File: src/rtl/rle_block_assembler.sv
// ---------------------------------------------------------------------------
// rle_block_assembler
//
// Expands run-length coded JPEG coefficient symbols into 64-entry blocks held
// in zigzag order. Each completed block is presented as one flat vector to the
// downstream inverse-zigzag row selector.
//
// There are two banks. One bank is filled from the symbol stream while the
// other is held for the consumer. A bank is cleared when it is released, so
// coefficients that no symbol writes are already zero. The block never spends
// cycles writing zeros.
//
// Ports
//   clk, rst_n    clock; asynchronous active-low reset
//   sym_valid     a symbol is present
//   sym_ready     a symbol can be accepted this cycle (the filling bank is not full)
//   sym_run       number of zero coefficients that precede sym_value
//   sym_value     coefficient value
//   sym_eob       end of block; sym_run and sym_value are ignored when set
//   blk_data      completed block; zigzag index k is at
//                 [DATA_W*(64-k)-1 -: DATA_W]; all zeros when no block is held
//   blk_valid     blk_data holds a completed block
//   blk_ready     the consumer releases the presented block
//   err_overrun   one-cycle pulse after a symbol that addressed beyond index 63
// ---------------------------------------------------------------------------
module rle_block_assembler #(
  parameter int DATA_W = 8,
  parameter int RUN_W  = 6
) (
  input  logic                 clk,
  input  logic                 rst_n,
  input  logic                 sym_valid,
  output logic                 sym_ready,
  input  logic [RUN_W-1:0]     sym_run,
  input  logic [DATA_W-1:0]    sym_value,
  input  logic                 sym_eob,
  output logic [64*DATA_W-1:0] blk_data,
  output logic                 blk_valid,
  input  logic                 blk_ready,
  output logic                 err_overrun
);

  localparam int DEPTH = 64;
  // The target index is wide enough to hold pos (up to 64) plus the largest run
  // without wrapping, so an overrun is always detected.
  localparam int TGT_W = ((RUN_W > 7) ? RUN_W : 7) + 1;

  logic [DATA_W-1:0] bank [2][DEPTH];
  logic [1:0]        full;
  logic              wr_ptr;
  logic              rd_ptr;
  logic [6:0]        pos;
  logic              err_q;

  logic              accept;
  logic              release_blk;
  logic [TGT_W-1:0]  target;
  logic              in_range;
  logic              complete;

  // The handshake outputs depend only on registered state.
  // sym_ready never depends on sym_valid.
  assign sym_ready   = ~full[wr_ptr];
  assign blk_valid   = full[rd_ptr];
  assign err_overrun = err_q;

  // NOTE: every signal assigned in always_comb receives a default first. This
  // keeps the block free of inferred latches.
  always_comb begin
    accept      = sym_valid & sym_ready;
    release_blk = blk_valid & blk_ready;
    target      = TGT_W'(pos) + TGT_W'(sym_run);
    in_range    = (target <= TGT_W'(DEPTH - 1));
    // The bank completes on EOB, when the last index is written, or when a
    // symbol addresses beyond index 63. On overrun the current contents are
    // emitted as they are.
    complete    = accept & (sym_eob | (target >= TGT_W'(DEPTH - 1)));
  end

  always_comb begin
    blk_data = '0;
    if (blk_valid) begin
      for (int k = 0; k < DEPTH; k++) begin
        blk_data[DATA_W*(DEPTH-k)-1 -: DATA_W] = bank[rd_ptr][k];
      end
    end
  end

  // NOTE: sequential state uses non-blocking assignments only. Every register
  // therefore samples the values from before the edge, and the order of
  // statements below cannot change the result.
  always_ff @(posedge clk or negedge rst_n) begin
    if (!rst_n) begin
      // NOTE: the banks are reset explicitly. A partially filled block must be
      // discarded, and the zero-fill scheme relies on every bank starting at zero.
      for (int b = 0; b < 2; b++) begin
        for (int k = 0; k < DEPTH; k++) begin
          bank[b][k] <= '0;
        end
      end
      full   <= 2'b00;
      wr_ptr <= 1'b0;
      rd_ptr <= 1'b0;
      pos    <= '0;
      err_q  <= 1'b0;
    end else begin
      err_q <= accept & ~sym_eob & ~in_range;

      // A release clears the bank it frees. A release and a completion in the
      // same cycle touch different banks, because the filling bank is never full.
      if (release_blk) begin
        full[rd_ptr] <= 1'b0;
        rd_ptr       <= ~rd_ptr;
        for (int k = 0; k < DEPTH; k++) begin
          bank[rd_ptr][k] <= '0;
        end
      end

      if (accept & ~sym_eob & in_range) begin
        bank[wr_ptr][target[5:0]] <= sym_value;
      end

      if (accept) begin
        if (complete) begin
          full[wr_ptr] <= 1'b1;
          wr_ptr       <= ~wr_ptr;
          pos          <= '0;
        end else begin
          pos <= target[6:0] + 7'd1;
        end
      end
    end
  end

endmodule

File: config.mk
export PLATFORM = sky130hd
export DESIGN_NAME = rle_block_assembler
export DESIGN_NICKNAME = d
export VERILOG_FILES = /design/src/rtl/rle_block_assembler.sv
export SDC_FILE = /design/constraint.sdc
export NUM_CORES = 2
export LEC_CHECK = 0
export CAP_MARGIN = 10
export CORE_MARGIN = 2
export CORE_UTILIZATION = 35
export CTS_CLUSTER_DIAMETER = 60
export CTS_CLUSTER_SIZE = 20
export DETAILED_ROUTE_END_ITERATION = 8
export SLEW_MARGIN = 0
export SYNTH_ARGS = -nofsm -noshare
export SYNTH_HDL_FRONTEND = slang
export SYNTH_SLANG_ARGS = --single-unit
File: constraint.sdc
create_clock -name clk -period 5.75 [get_ports clk]
set_clock_uncertainty 0.1 [all_clocks]
set_input_delay 1.15 -clock clk [delete_from_list [all_inputs] [get_ports clk]]
set_output_delay 1.15 -clock clk [all_outputs]
set_load 0.1 [all_outputs]
==> run summary <==
For the post-CTS setup buffer count, the log shows 0. Yosys mapped a number of flops with a built-in enable equal to 0. The logs give 730 ps for the clock latency on the worst-skew pair and 22.2 mW for the total power.

Along the worst path, the maximum fanout reaches 60. The most used flip-flop cell after synthesis is sky130_fd_sc_hd__dfrtp_1. In the post-route analysis, the smallest setup slack over all paths is 486 ps.

In the final timing run, aggregate negative setup slack is 0 ps. VDD sags by at most 416 uV. Counting flops with an async set or reset pin after synthesis yields a share of 100%. The final hold violation count is 0, and the last weighted congestion value of the routability-driven placer is 0.800.

Maximum level of the CTS H-tree: 3. The final count of negative-setup-slack endpoints was 0; the detailed-routing iteration count for the pre-antenna-repair pass was 6. The tools report the worst hold slack as 338 ps. The tools report the net switching power figure as 8.78 mW. TritonCTS created 99 clock buffers.

Yosys mapped the design onto 62 distinct sky130hd cell types. In this run, the clock network consumes 32.3% of the power. During I/O placement, the number of pins put on the boundary was 534. Gates resized during post-CTS repair numbered 0. The worst setup path is of the flop to output port kind. The repair_antennas step left the layout with diodes totalling 0. The tools report the register share of total power as 35.7%. The clock passes through at most 3 buffers.

The routed length per placed instance is 23.6 um, and the number of global-route vias before repair is 37,100. The run gives 22.1% as the total routing resource utilization after global routing. The switching fraction of total power was 39.6%. TritonCTS built the clock tree. Across the run, the number of max-cap violations was 0.

The CTS sink count came out at 1,036. The final critical path takes up 91.6% of the cycle. The path class of the tightest hold or removal check is primary input to async pin. The share of the yosys chip area belonging to registers was 50.2%.

The leading cell type in the layout, fill and taps excluded was sky130_fd_sc_hd__mux2i_1. Power spread over the standard cell area amounts to 356 mW/mm^2. In this run, post-CTS hold repair placed 0 buffers. The worst setup slack before clock tree synthesis was 409 ps; the die footprint was 0.151 mm^2. The number of standard cells after synthesis was 4,799; the shortest clock period the worst path allows after layout was 5260 ps. Proportion of layout cells with a drive suffix above 1: 16.7%. In this run the cell area of the synthesized design comes to 0.0516 mm^2. In this run, the number of DRC markers left after iteration 0 of detailed routing was 2,234.

The critical path capture point type was an output port. The number of max-slew violations in the final report is 0. The root buffer cell was sky130_fd_sc_hd__clkbuf_16. The detailed placement HPWL is 110 mm, and the final wirelength is 169 mm. The required time reported for the critical path endpoint is 4500 ps, and the number of buffers inserted by port buffering is 533.

In the layout the commonest cells are sky130_fd_sc_hd__mux2i_1 (1,540), sky130_fd_sc_hd__nand2_1 (1,044), sky130_fd_sc_hd__dfrtp_1 (1,035). The internal power consumption was 13.4 mW; the mean instance size in the synthesized netlist was 10.8 um^2. The combinational group share of total power was 32.0%.

Setup repair after global routing left no endpoint under its margin. The area growth from synthesis to layout is 20.7%. Clock-pin slew was measured on the worst setup and hold paths at 80 ps. The initial utilization of the core area, before any placement, comes to 35.3%. The net count of the finished layout is 5,185.

The die is 388 um wide. The first global-routing pass estimated 253 mm of wire. The transition time at the pin with the least slew margin works out to 1180 ps. After global routing the overflow that remains totals 0.

The flip-flop and latch count after synthesis was 1,036; the overall via count from detail_route was 37,000. Arrival time at the worst endpoint: 4010 ps. The core region is 0.146 mm^2. The largest net degree at the start of global routing was 161; the number of remaining DRC errors was 0. The run finished with clean final reports. Timing would allow up to 190 MHz.

In the routed layout, each cell is associated on average with a via count of 5.17. Measured against its own limit, the worst slew margin works out to 21.7%. In this run the static leakage power is 35.1 nW. The number of nets handed over by synthesis was 4,826. The number of warnings printed during yosys synthesis came out at 0. The tools report the number of antenna violations at the first check in global routing as 5. After floorplanning, the core was divided into 140 placement rows. The worst setup path is launched from a flop. Counting cells, the worst reg-to-reg path comes to 8. In this run the remaining antenna-violating nets after routing total 0. The floorplan step set the die height to 388 um.
==> power groups by stage <==
stage / clock network [mW] / logic [mW] / registers, mW
final: 7.16 / 7.09 / 7.90
after global routing: 7.61 / 7.48 / 7.94
after CTS: 7.32 / 7.12 / 7.90
after detailed placement: 0 / 7.11 / 8.04
after global placement: 0 / 7.04 / 8.03
after floorplan: 0 / 5.07 / 7.96
==> state kept, by name, summed over array words and instances (netlist names) <==
register / cells
bank: 1024
wr_ptr: 1
err_overrun: 1
rd_ptr: 1
pos: 7
full: 2
==> layout make-up <==
class	instances	area, um^2
fillers	13900	83800
flip-flops and latches	1036	25900
multi-input cells	3354	24100
repair buffers	653	6250
clock buffers	112	2630
well taps	1917	2400
clock inverters	74	917
inverters	14	72.6
==> synth_stat cells (7+ instances only) <==
library cell	instances	area share (%)
sky130_fd_sc_hd__mux2i_1	1540	30
sky130_fd_sc_hd__buf_4	15	0.22
sky130_fd_sc_hd__nand3_2	24	0.47
sky130_fd_sc_hd__nand2_1	1045	7.6
sky130_fd_sc_hd__o211ai_2	32	0.78
sky130_fd_sc_hd__nand4_2	30	0.73
sky130_fd_sc_hd__o2111ai_4	25	1.3
sky130_fd_sc_hd__dfrtp_1	1036	50
sky130_fd_sc_hd__buf_2	33	0.32
sky130_fd_sc_hd__and3_1	8	0.097
sky130_fd_sc_hd__ha_1	7	0.17
sky130_fd_sc_hd__clkbuf_1	342	2.5
sky130_fd_sc_hd__inv_1	13	0.095
sky130_fd_sc_hd__nor2_1	545	4.0
==> worst paths after layout <==
path,from,to,slack [ps]
worst min register to register,pos[0]$_DFFE_PN0P_,pos[0]$_DFFE_PN0P_,390
worst min-delay path,rst_n,bank[635]$_DFF_PN0_,340
worst max-delay path,rd_ptr$_DFFE_PN0P_,blk_data[75],490
min in group clk,pos[0]$_DFFE_PN0P_,pos[0]$_DFFE_PN0P_,390
max in group asynchronous,rst_n,bank[890]$_DFF_PN0_,3850
worst max register to register,pos[0]$_DFFE_PN0P_,bank[59]$_DFF_PN0_,1920
==> per-layer routing <==
metal  wire [um]  GRT usage [%]  vias to the layer above
li1            -              -                    16900
met1       76300           30.3                    19100
met2       80500           35.7                      843
met3        7450           3.70                      221
met4        4990           6.73                        6
met5          36              0                        -
==> critical path: stages (launching register included) <==
cell	delay (ps)
sky130_fd_sc_hd__dfrtp_4	530
sky130_fd_sc_hd__buf_4	850
sky130_fd_sc_hd__mux2i_1	520
sky130_fd_sc_hd__nor2_1	200
sky130_fd_sc_hd__clkdlybuf4s50_1	1170
==> logic make-up after synthesis <==
family / count (synthesis) / share of synthesized area (%)
simple gates: 1693 / 13.5
mux: 1540 / 29.9
flops: 1036 / 50.2
buf+inv: 409 / 3.21
compound gates: 104 / 2.84
xor+xnor: 9 / 0.182
fa+ha+maj: 8 / 0.209
==> stage by stage <==
| step | cells | utilization [%] | instance area [um^2] |
|---|---|---|---|
| after floorplan | 4799 | - | 51600 |
| after global placement | 6971 | 40.2 | 58700 |
| after detailed placement | 6974 | 40.2 | 58800 |
| after CTS | 7160 | 42.6 | 62300 |
| after global routing | 7160 | 42.6 | 62300 |
| final | 7160 | 42.6 | 62300 |
(Power assumes the default switching activity.)
